[src/rtl/mips_multicycle_controller.sv]
// rtl/mips_multicycle_controller.sv - multi-cycle MIPS control FSM (lw, sw, R-type, addi, beq, j)
//
// Sequences the shared ALU, the unified memory port, the IR and the register
// file from the IR opcode. Memory accesses complete on mem_req && mem_ready.
// Counts retired instructions.
//
// Optional feature macro: MC_TRAP_EN (illegal opcode enters a sticky TRAP state).
//
// Ports
//   clk, rst_n           clock, asynchronous active-low reset
//   opcode               IR[31:26], valid from DECODE onward
//   zero                 ALU zero flag (used by external PC logic with branch)
//   mem_ready            memory completes the pending access this cycle
//   mem_req, iord,       memory request, address select, write request
//   memwrite
//   irwrite, pcwrite,    IR load, PC load, conditional PC load, PC source
//   branch, pcsrc
//   alusrca, alusrcb,    ALU operand selects and operation
//   aluop
//   regdst, memtoreg,    register file destination, write-back source, write enable
//   regwrite
//   retired              retired-instruction count (RETIRE_W bits, wraps)
//   trap                 illegal-opcode trap
//   state_dbg            current state encoding (STATE_W bits)

module mips_multicycle_controller #(
    parameter int RETIRE_W = 32,
    parameter int STATE_W  = 4
) (
    input  logic                clk,
    input  logic                rst_n,
    input  logic [5:0]          opcode,
    input  logic                zero,
    input  logic                mem_ready,
    output logic                mem_req,
    output logic                iord,
    output logic                memwrite,
    output logic                irwrite,
    output logic                pcwrite,
    output logic                branch,
    output logic [1:0]          pcsrc,
    output logic                alusrca,
    output logic [1:0]          alusrcb,
    output logic [1:0]          aluop,
    output logic                regdst,
    output logic                memtoreg,
    output logic                regwrite,
    output logic [RETIRE_W-1:0] retired,
    output logic                trap,
    output logic [STATE_W-1:0]  state_dbg
);

    localparam logic [5:0] OP_R    = 6'b000000;
    localparam logic [5:0] OP_J    = 6'b000010;
    localparam logic [5:0] OP_BEQ  = 6'b000100;
    localparam logic [5:0] OP_ADDI = 6'b001000;
    localparam logic [5:0] OP_LW   = 6'b100011;
    localparam logic [5:0] OP_SW   = 6'b101011;

    typedef enum logic [3:0] {
        S_FETCH  = 4'd0,
        S_DECODE = 4'd1,
        S_MEMADR = 4'd2,
        S_MEMRD  = 4'd3,
        S_MEMWB  = 4'd4,
        S_MEMWR  = 4'd5,
        S_EXEC   = 4'd6,
        S_ALUWB  = 4'd7,
        S_BRANCH = 4'd8,
        S_ADDIEX = 4'd9,
        S_ADDIWB = 4'd10,
        S_JUMP   = 4'd11,
        S_TRAP   = 4'd12
    } state_t;

    state_t state;
    state_t state_nxt;
    logic   retire_now;

    // The zero flag is combined with branch in the PC logic, not here.
    logic unused_zero;
    assign unused_zero = zero;

    always_comb begin
        state_nxt = S_FETCH;
        case (state)
            S_FETCH:  state_nxt = mem_ready ? S_DECODE : S_FETCH;
            S_DECODE: begin
                case (opcode)
                    OP_LW, OP_SW: state_nxt = S_MEMADR;
                    OP_R:         state_nxt = S_EXEC;
                    OP_ADDI:      state_nxt = S_ADDIEX;
                    OP_BEQ:       state_nxt = S_BRANCH;
                    OP_J:         state_nxt = S_JUMP;
`ifdef MC_TRAP_EN
                    default:      state_nxt = S_TRAP;
`else
                    default:      state_nxt = S_FETCH;
`endif
                endcase
            end
            // Only lw and sw reach MEMADR, so anything but sw is treated as lw.
            S_MEMADR: state_nxt = (opcode == OP_SW) ? S_MEMWR : S_MEMRD;
            S_MEMRD:  state_nxt = mem_ready ? S_MEMWB : S_MEMRD;
            S_MEMWB:  state_nxt = S_FETCH;
            S_MEMWR:  state_nxt = mem_ready ? S_FETCH : S_MEMWR;
            S_EXEC:   state_nxt = S_ALUWB;
            S_ALUWB:  state_nxt = S_FETCH;
            S_BRANCH: state_nxt = S_FETCH;
            S_ADDIEX: state_nxt = S_ADDIWB;
            S_ADDIWB: state_nxt = S_FETCH;
            S_JUMP:   state_nxt = S_FETCH;
`ifdef MC_TRAP_EN
            S_TRAP:   state_nxt = S_TRAP;
`else
            S_TRAP:   state_nxt = S_FETCH;
`endif
            default:  state_nxt = S_FETCH;
        endcase
    end

    // Last cycle of every legal instruction; an sw ends when its write completes.
    always_comb begin
        case (state)
            S_MEMWB, S_ALUWB, S_BRANCH, S_ADDIWB, S_JUMP: retire_now = 1'b1;
            S_MEMWR:                                       retire_now = mem_ready;
            default:                                       retire_now = 1'b0;
        endcase
    end

    always_ff @(posedge clk or negedge rst_n) begin
        if (!rst_n) begin
            state   <= S_FETCH;
            retired <= '0;
        end else begin
            state <= state_nxt;
            if (retire_now) begin
                retired <= retired + RETIRE_W'(1);
            end
        end
    end

    // Moore decode; everything is forced low while rst_n is low so a reset
    // during a pending access drops mem_req immediately.
    always_comb begin
        mem_req   = 1'b0;
        iord      = 1'b0;
        memwrite  = 1'b0;
        irwrite   = 1'b0;
        pcwrite   = 1'b0;
        branch    = 1'b0;
        pcsrc     = 2'b00;
        alusrca   = 1'b0;
        alusrcb   = 2'b00;
        aluop     = 2'b00;
        regdst    = 1'b0;
        memtoreg  = 1'b0;
        regwrite  = 1'b0;
        trap      = 1'b0;
        state_dbg = '0;
        if (rst_n) begin
            state_dbg = STATE_W'(state);
            case (state)
                S_FETCH: begin
                    mem_req = 1'b1;
                    alusrcb = 2'b01;
                    // IR and PC advance only on the cycle the fetch completes.
                    irwrite = mem_ready;
                    pcwrite = mem_ready;
                end
                S_DECODE: alusrcb = 2'b11;
                S_MEMADR: begin
                    alusrca = 1'b1;
                    alusrcb = 2'b10;
                end
                S_MEMRD: begin
                    mem_req = 1'b1;
                    iord    = 1'b1;
                end
                S_MEMWB: begin
                    regwrite = 1'b1;
                    memtoreg = 1'b1;
                end
                S_MEMWR: begin
                    mem_req  = 1'b1;
                    iord     = 1'b1;
                    memwrite = 1'b1;
                end
                S_EXEC: begin
                    alusrca = 1'b1;
                    aluop   = 2'b10;
                end
                S_ALUWB: begin
                    regwrite = 1'b1;
                    regdst   = 1'b1;
                end
                S_BRANCH: begin
                    alusrca = 1'b1;
                    aluop   = 2'b01;
                    pcsrc   = 2'b01;
                    branch  = 1'b1;
                end
                S_ADDIEX: begin
                    alusrca = 1'b1;
                    alusrcb = 2'b10;
                end
                S_ADDIWB: regwrite = 1'b1;
                S_JUMP: begin
                    pcsrc   = 2'b10;
                    pcwrite = 1'b1;
                end
`ifdef MC_TRAP_EN
                S_TRAP: trap = 1'b1;
`endif
                default: ;
            endcase
        end
    end

endmodule
[config.mk]
export PLATFORM = sky130hd
export DESIGN_NAME = mips_multicycle_controller
export DESIGN_NICKNAME = d
export VERILOG_FILES = /design/src/rtl/mips_multicycle_controller.sv
export SDC_FILE = /design/constraint.sdc
export NUM_CORES = 1
export LEC_CHECK = 0
export CAP_MARGIN = 10
export CELL_PAD_IN_SITES_DETAIL_PLACEMENT = 0
export CELL_PAD_IN_SITES_GLOBAL_PLACEMENT = 1
export CORE_ASPECT_RATIO = 2
export CORE_MARGIN = 2
export CORE_UTILIZATION = 37
export CTS_CLUSTER_SIZE = 24
export DETAILED_ROUTE_END_ITERATION = 8
export PLACE_DENSITY = 0.84
export SLEW_MARGIN = 15
export SYNTH_ARGS = -nofsm -noshare
export SYNTH_HDL_FRONTEND = slang
export SYNTH_SLANG_ARGS = --single-unit
[constraint.sdc]
create_clock -name clk -period 3.1 [get_ports clk]
set_input_delay 0.465 -clock clk [delete_from_list [all_inputs] [get_ports clk]]
set_output_delay 0.465 -clock clk [all_outputs]
set_load 0.01 [all_outputs]
* Yosys cells after proc, flatten, opt, wreduce, memory -nomap -nowiden *
Index checks and enable logic that the tools add are counted.

storage, ports and cells
  register bits = 36
  latch bits = 0
  bits in writable memories = 0
  bits in read-only memories = 0
  bits of input ports = 10
  output and inout bits = 53
  memories kept = 0

operators by class
  $add $sub $neg = 1
  $mul = 0
  div/mod/pow operators = 0
  magnitude comparators = 0
  eq/ne operators = 16
  shift operators = 0
  mux-type cells = 34
  bitwise operators = 0
  reduce and logical (&&, ||, !) cells = 9

operator list
  kind                                                 count
  adder 32 x 1 -> 32 bit, second input constant        1
  case mux 4 bit (7 select lines)                      1
  2-to-1 mux 1 bit                                     20
  case mux 4 bit (5 select lines)                      1
  equality test 4 x 3 -> 1 bit, second input constant  4
  equality test 4 bit, second input constant           4
  equality test 6 bit, second input constant           2
  2-to-1 mux 3 bit                                     3
  equality test 4 x 2 -> 1 bit, second input constant  2
  case mux 2 bit (2 select lines)                      2
  equality test 6 x 2 -> 1 bit, second input constant  1
  equality test 6 x 3 -> 1 bit, second input constant  1
  equality test 6 x 4 -> 1 bit, second input constant  1
  logical NOT 6 bit                                    1
  2-to-1 mux 2 bit                                     3
  case mux 2 bit (3 select lines)                      1
  OR reduction 2 bit                                   3
  OR reduction 3 bit                                   2
  OR reduction 5 bit                                   1
  equality test 4 x 1 -> 1 bit, second input constant  1
  logical NOT 4 bit                                    1
  2-to-1 mux 4 bit                                     1
  case mux 1 bit (2 select lines)                      2
  OR reduction 4 bit                                   1

* Logic depth before layout (Yosys ltp) *
Gate-level depths: netlist of run 1.

  depth in word-level cells = 4
  gate-level depth with buffers = 6
  mapped depth without buffers = 5

* Least setup slack after synthesis of run 1 *
Ideal clock, no wire load.

  path type = register -> output
  from = register state[2]
  to = output pcwrite
  arrival time = 1.591 ns
  path slack = 1.044 ns
  cell stages (with the launch flop) = 7
  cells stage by stage = dfrtp_1 -> buf_2 -> inv_1 -> nand2_1 -> nor3_1 -> nor3b_1 -> or2_2

between the ends
  word-level cells in the longest chain between the ends = 3
  elaborated cells on any way between the ends = 4
  those cells by class = eq/ne (1); mux (2); reduce/logical (1)

RTL lines
  element                                                          line  text
  start, declared                                                  76    state_t state;
  start signal, assigned                                           136   state <= state_nxt;
  equality test 4 bit / logical NOT 4 bit (equally long branches)  163   case (state)
  case mux 1 bit (2 select lines) *                                163
  2-to-1 mux 1 bit *                                               161   if (rst_n) begin
  end, declared                                                    39    output logic pcwrite,

Every way passes the cells marked *; elsewhere a longest branch is shown, timed or not.

* Worst setup path after layout of run 1 *
Same ends and word-level chain as after synthesis.

==> results of run 1 <==
## worst max-delay path, stage by stage, from the launching register on
cell             delay (ps)
dfrtp_1                 500
inv_1                   180
nand2_1                  80
nor3_1                  180
nor3b_1                 260
or2_2                   150
clkdlybuf4s50_1         520
## cell families (layout without fill, tap and decap cells)
| group | Yosys count | count (layout) | synth area share |
|---|---|---|---|
| other cells | 1 | 1 | 0.001835 |
| compound gates | 18 | 18 | 0.05328 |
| mux | 2 | 2 | 0.01041 |
| xor+xnor | 34 | 34 | 0.1457 |
| flops | 36 | 36 | 0.4409 |
| buf+inv | 12 | 75 | 0.02816 |
| simple gates | 113 | 113 | 0.3135 |
| fa+ha+maj | 1 | 1 | 0.006123 |
## where the power goes
part	switching, mW	internal (mW)
Combinational	0.189	0.200
Clock	0.177	0.156
Sequential	0.0933	0.507
Total	0.459	0.863
## worst max path at each step
stage / startpoint / to / slack [ps] / cells after the start
floorplan: state[2]$_DFF_PN0_ / pcwrite / 1040 / 6
global placement: mem_ready / retired[27]$_DFFE_PN0P_ / 520 / 6
detailed placement: mem_ready / retired[27]$_DFFE_PN0P_ / 480 / 6
CTS: state[2]$_DFF_PN0_ / pcwrite / 480 / 6
global route: state[2]$_DFF_PN0_ / pcwrite / 330 / 6
finish: state[2]$_DFF_PN0_ / pcwrite / 480 / 6
## cell usage in the layout, fill, tap and decap left out, types with 4 or more instances in the layout
| cell type | n |
|---|---|
| clkbuf_8 | 5 |
| nor3_1 | 10 |
| and2_1 | 6 |
| nor2_1 | 21 |
| nand3_1 | 12 |
| nand4_1 | 9 |
| nor2b_1 | 6 |
| dfrtp_1 | 36 |
| and3_1 | 9 |
| inv_1 | 4 |
| clkdlybuf4s50_1 | 59 |
| xor2_1 | 15 |
| nand2_1 | 18 |
| o21ai_0 | 6 |
| xnor2_1 | 19 |
| a21oi_1 | 5 |
## state kept, by name (all words and copies together), names as in the netlist
register,count
retired,32
state,4
## cell type report
cell class | count | share of cell area
flip-flops and latches | 36 | 0.3239
repair buffers | 63 | 0.2222
clock inverters | 3 | 0.006748
inverters | 4 | 0.005398
well taps | 60 | 0.02699
multi-input cells | 169 | 0.3900
clock buffers | 5 | 0.02474
## routing by layer
| layer | global-route usage | wire length, um |
|---|---|---|
| met3 | 0.02491 | 253 |
| met4 | 0.06973 | 101 |
| met5 | 0 | 0 |
| met2 | 0.3297 | 2823 |
| met1 | 0.1833 | 1810 |
==> results.cfg, run 1 <==
[logic_synthesis]
netlist.top_cell.by_area = dfrtp_1
synthTopCellsByArea = dfrtp_1 44%, xnor2_1 8.1%, xor2_1 6.4%
synth-async-reset-ratio = 1.000
synth_ff_type = dfrtp_1
syn_inst = 217
avgSynthCellArea_um2 = 9.416
syn_nets = 228
synth_top_area_frac = 0.4409
synth_edf_count = 0
synth_most_common_cell = dfrtp_1
syn_area_mm2 = 0.002043
yosys_warnings = 0
netlist_top_cells_count = 36 x dfrtp_1, 21 x nor2_1, 19 x xnor2_1
ys_seq_elements = 36
synth.yosys.seq_area_share = 0.4409
ys_types = 42

[cells_and_area]
fillers = 530
syn_to_final_growth_pct = 36.13
fin_util = 0.5177
regArea_um2 = 900.9
fin_nets = 290
fin_area_mm2 = 0.002781
multi_input_area_mm2 = 0.001085
final_cells = 340
antennaDiodeCount = 0
drive_above_1_share = 0.08214

[floorplanning]
io_pins = 63
die_x_um = 56.55
fp.dieH_um = 109.1
dieArea_mm2 = 0.006168
core_area_mm2 = 0.005373
initial_core_util = 0.3803
rows = 38

[timing]
fin_ws_ps = 479.6
holdWs_ps = 46.49
period_share = 0.8453
slew_headroom = 0.4692
worst_pin_slew_ps = 788.9
drv_slew = 0
setup_viol = 0
max_freq_ghz = 0.3816
hold_viol_final = 0
fin_skew_ps = 9.348
tns_ps = 0
fin_crit_ps = 2620
rsz0062_at_grt = false

[global_route]
grt_pass1_wl_um = 8397
grt_usage = 0.1724
grt_pass1_vias = 1741
grt_max_degree = 20
antenna_found_initial = 0
grt_overflow_total = 0

[drt]
viasPerCell = 5.362
drtIter0Drc = 41
ant_nets = 0
routedWlPerCell_um = 14.67
drt_wl_total_um = 4988
dr.pass1.iters = 4
drcViolationCount = 0
vias = 1823

[outcome]
status = completed

[placement]
dp.cells = 332
portBuffers = 60
pre_cts_ws_ps = 478.8
postPlaceCellArea_mm2 = 0.002694
place.gp.congestion = 0.7954
hpwl_um = 3858

[critical_path]
reg2reg_to = retired[27]$_DFFE_PN0P_
critPathMaxFanout = 10
cp.required_ps = 2630
crit_path_start_kind = register
end_kind = primary output
criticalPathCategory = register to primary output
r2r_slack_ps = 850
worst_r2r_path_depth = 5
rr_startpoint = state[1]$_DFF_PN0_
cp.arrival_ps = 2160

[power]
p_leak_nw = 1.189
irDropWorstVdd_mv = 0.3706
cellPowerDensity_mw_per_mm2 = 475.2
total_power_mw = 1.322

[hold_path]
hold_path.class = primary input to async pin

[clock_network]
path_clk_slew_ps = 80
tritoncts = built
cts.sink_count = 36
clk_latency_ps = 300
cts_buffer_depth = 2
hold_buffers = 0
postCtsSetupBuffers = 0
cts_resized = 0
cts_buffers = 5
clockRootBuffer = clkbuf_8
cts_max_level = 2

[flow_run]
drv_cap = 0
No activity file was read; power rests on OpenSTA's default activity.
==> run 2, diff against run 1 <==
--- a/config.mk
+++ b/config.mk
@@ -10,10 +10,10 @@
 export CELL_PAD_IN_SITES_GLOBAL_PLACEMENT = 1
 export CORE_ASPECT_RATIO = 2
 export CORE_MARGIN = 2
-export CORE_UTILIZATION = 37
+export CORE_UTILIZATION = 31
 export CTS_CLUSTER_SIZE = 24
 export DETAILED_ROUTE_END_ITERATION = 8
-export PLACE_DENSITY = 0.84
+export PLACE_DENSITY = 0.75
 export SLEW_MARGIN = 15
 export SYNTH_ARGS = -nofsm -noshare
 export SYNTH_HDL_FRONTEND = slang
==> constraint.sdc (replaced) <==
create_clock -name clk -period 2.15 [get_ports clk]
set_input_delay 0.3225 -clock clk [delete_from_list [all_inputs] [get_ports clk]]
set_output_delay 0.3225 -clock clk [all_outputs]
set_load 0.01 [all_outputs]
==> results.cfg, run 2 (same netlist as run 1, synthesis figures left out) <==
[clock_network]
cts_buffers = 5
clockRootBuffer = clkbuf_16
cts.sink_count = 36
path_clk_slew_ps = 50
cts_buffer_depth = 2
clk_latency_ps = 280
cts_max_level = 2
hold_buffers = 0
tritoncts = built

[cells_and_area]
reg.largest.list = retired x32, state x4
final_common_cell = clkdlybuf4s50_1
antennaDiodeCount = 0
largest_register_ffs = 32
syn_to_final_growth_pct = 53.28
layout_common_cells = 48 x clkdlybuf4s50_1, 32 x buf_4, 32 x dfrtp_1, 20 x nor2_1, 19 x xnor2_1
regMostFlops = retired
fin_util = 0.4923
fin_nets = 319
drive_above_1_share = 0.2039

[drt]
drt_wl_total_um = 5525
drtIter0Drc = 71
vias = 1893
dr.pass1.iters = 4
drcViolationCount = 0
ant_nets = 0
routedWlPerCell_um = 13.99
viasPerCell = 4.792

[floorplanning]
fp.dieH_um = 118.8
io_pins = 63
initial_core_util = 0.3212
dieArea_mm2 = 0.007296
rows = 41
core_area_mm2 = 0.006361
die_x_um = 61.41

[critical_path]
cp.arrival_ps = 1760
worst_r2r_path_depth = 6
r2r_slack_ps = 170
crit_cells = 5
cp.required_ps = 1830
end_kind = primary output
worst_path_dominant_cell_family = simple AND/OR/NAND/NOR gates
critPathMaxStageDelay_ps = 450
rr_startpoint = state[0]$_DFF_PN0_
startpoint = state[3]$_DFF_PN0_
path_buf_inv = 2
critPathMaxFanout = 6
crit_path_start_kind = register
criticalPathCategory = register to primary output
critPathSlowestCell = dfrtp_2
crit_chain = and2b_2 -> buf_4 -> and3_1 -> or2_2 -> clkdlybuf4s15_1

[timing]
max_freq_ghz = 0.4807
rsz0062_at_grt = false
slew_headroom = 0.6105
fin_skew_ps = 4.098
setup_viol = 0
holdWs_ps = 50.45
fin_crit_ps = 2080
hold_viol_final = 0
drv_slew = 0
worst_pin_slew_ps = 578.1
fin_ws_ps = 69.82
period_share = 0.9675

[global_route]
grt_overflow_total = 0
grt_max_degree = 32
grt_pass1_vias = 1910
antenna_found_initial = 0
grt_pass1_wl_um = 9149
grt_usage = 0.1647

[power]
irDropWorstVdd_mv = 0.5057
p_leak_nw = 1.501
cellPowerDensity_mw_per_mm2 = 721.1
total_power_mw = 2.258

[flow_run]
drv_cap = 0

[placement]
pre_cts_ws_ps = -221.2
portBuffers = 60
place.gp.congestion = 0.8794
hpwl_um = 4270

[outcome]
status = completed

[hold_path]
hold_path.class = primary input to async pin
-- run 2: worst register-to-register path, delay by kind of cell (launching register included) --
family / cells / cell delay [ps]
AO/OA/AOI/OAI: 1 / 180
flip-flops: 1 / 460
AND/OR/NAND/NOR: 3 / 890
XOR/XNOR: 1 / 190
buffers and inverters: 1 / 170
-- run 2: cell type report --
type,instances,area [um2]
fill,643,3229
clock buffer,6,138.9
timing repair buffer,92,849.6
clock inverter,2,10.01
sequential,36,905.9
tap,86,107.6
inverter,4,15.01
multi-input combinational,169,1105
-- run 2: metal layers --
metal  global-route usage  vias to the layer above  routed length, um
li1                     -                      933                  -
met1               0.1833                      903               2069
met2               0.2965                       50               3155
met5                    0                        -                  0
met4              0.05984                        0                 99
met3              0.02714                        7                200
-- run 2: path summary, 6_finish.rpt --
check,to
max,pcwrite
min,state[0]$_DFF_PN0_
max reg2reg,retired[27]$_DFFE_PN0P_
min reg2reg,retired[31]$_DFFE_PN0P_
max in group asynchronous,retired[19]$_DFFE_PN0P_
min in group clk,retired[31]$_DFFE_PN0P_
-- run 2: stage by stage --
stage / std cells / cell area (um2) / setup TNS (ps)
2_1_floorplan: 217 / 2043 / 0
3_3_place_gp: 382 / 2907 / -1382
3_5_place_dp: 382 / 2907 / -2036
4_1_cts: 392 / 3085 / 0
5_1_grt: 395 / 3132 / 0
6_report: 395 / 3132 / 0
-- run 2: report_power, final --
group,switching [mW],internal (mW),total (mW)
clock network,0.257,0.456,0.713
logic,0.354,0.368,0.722
registers,0.0860,0.737,0.823
total,0.697,1.56,2.26
-- run 2: what timing repair did --
action	in CTS	in global routing
buffers inserted	2	3
setup endpoints to repair	9	11
gates resized for setup	13	10
==> run 3, diff against run 2 <==
--- a/config.mk
+++ b/config.mk
@@ -14,7 +14,7 @@
 export CTS_CLUSTER_SIZE = 24
 export DETAILED_ROUTE_END_ITERATION = 8
 export PLACE_DENSITY = 0.75
-export SLEW_MARGIN = 15
+export SLEW_MARGIN = 40
 export SYNTH_ARGS = -nofsm -noshare
 export SYNTH_HDL_FRONTEND = slang
 export SYNTH_SLANG_ARGS = --single-unit
==> results of run 3 <==
No change in the layout: final DEF, timing and power equal those of run 2.
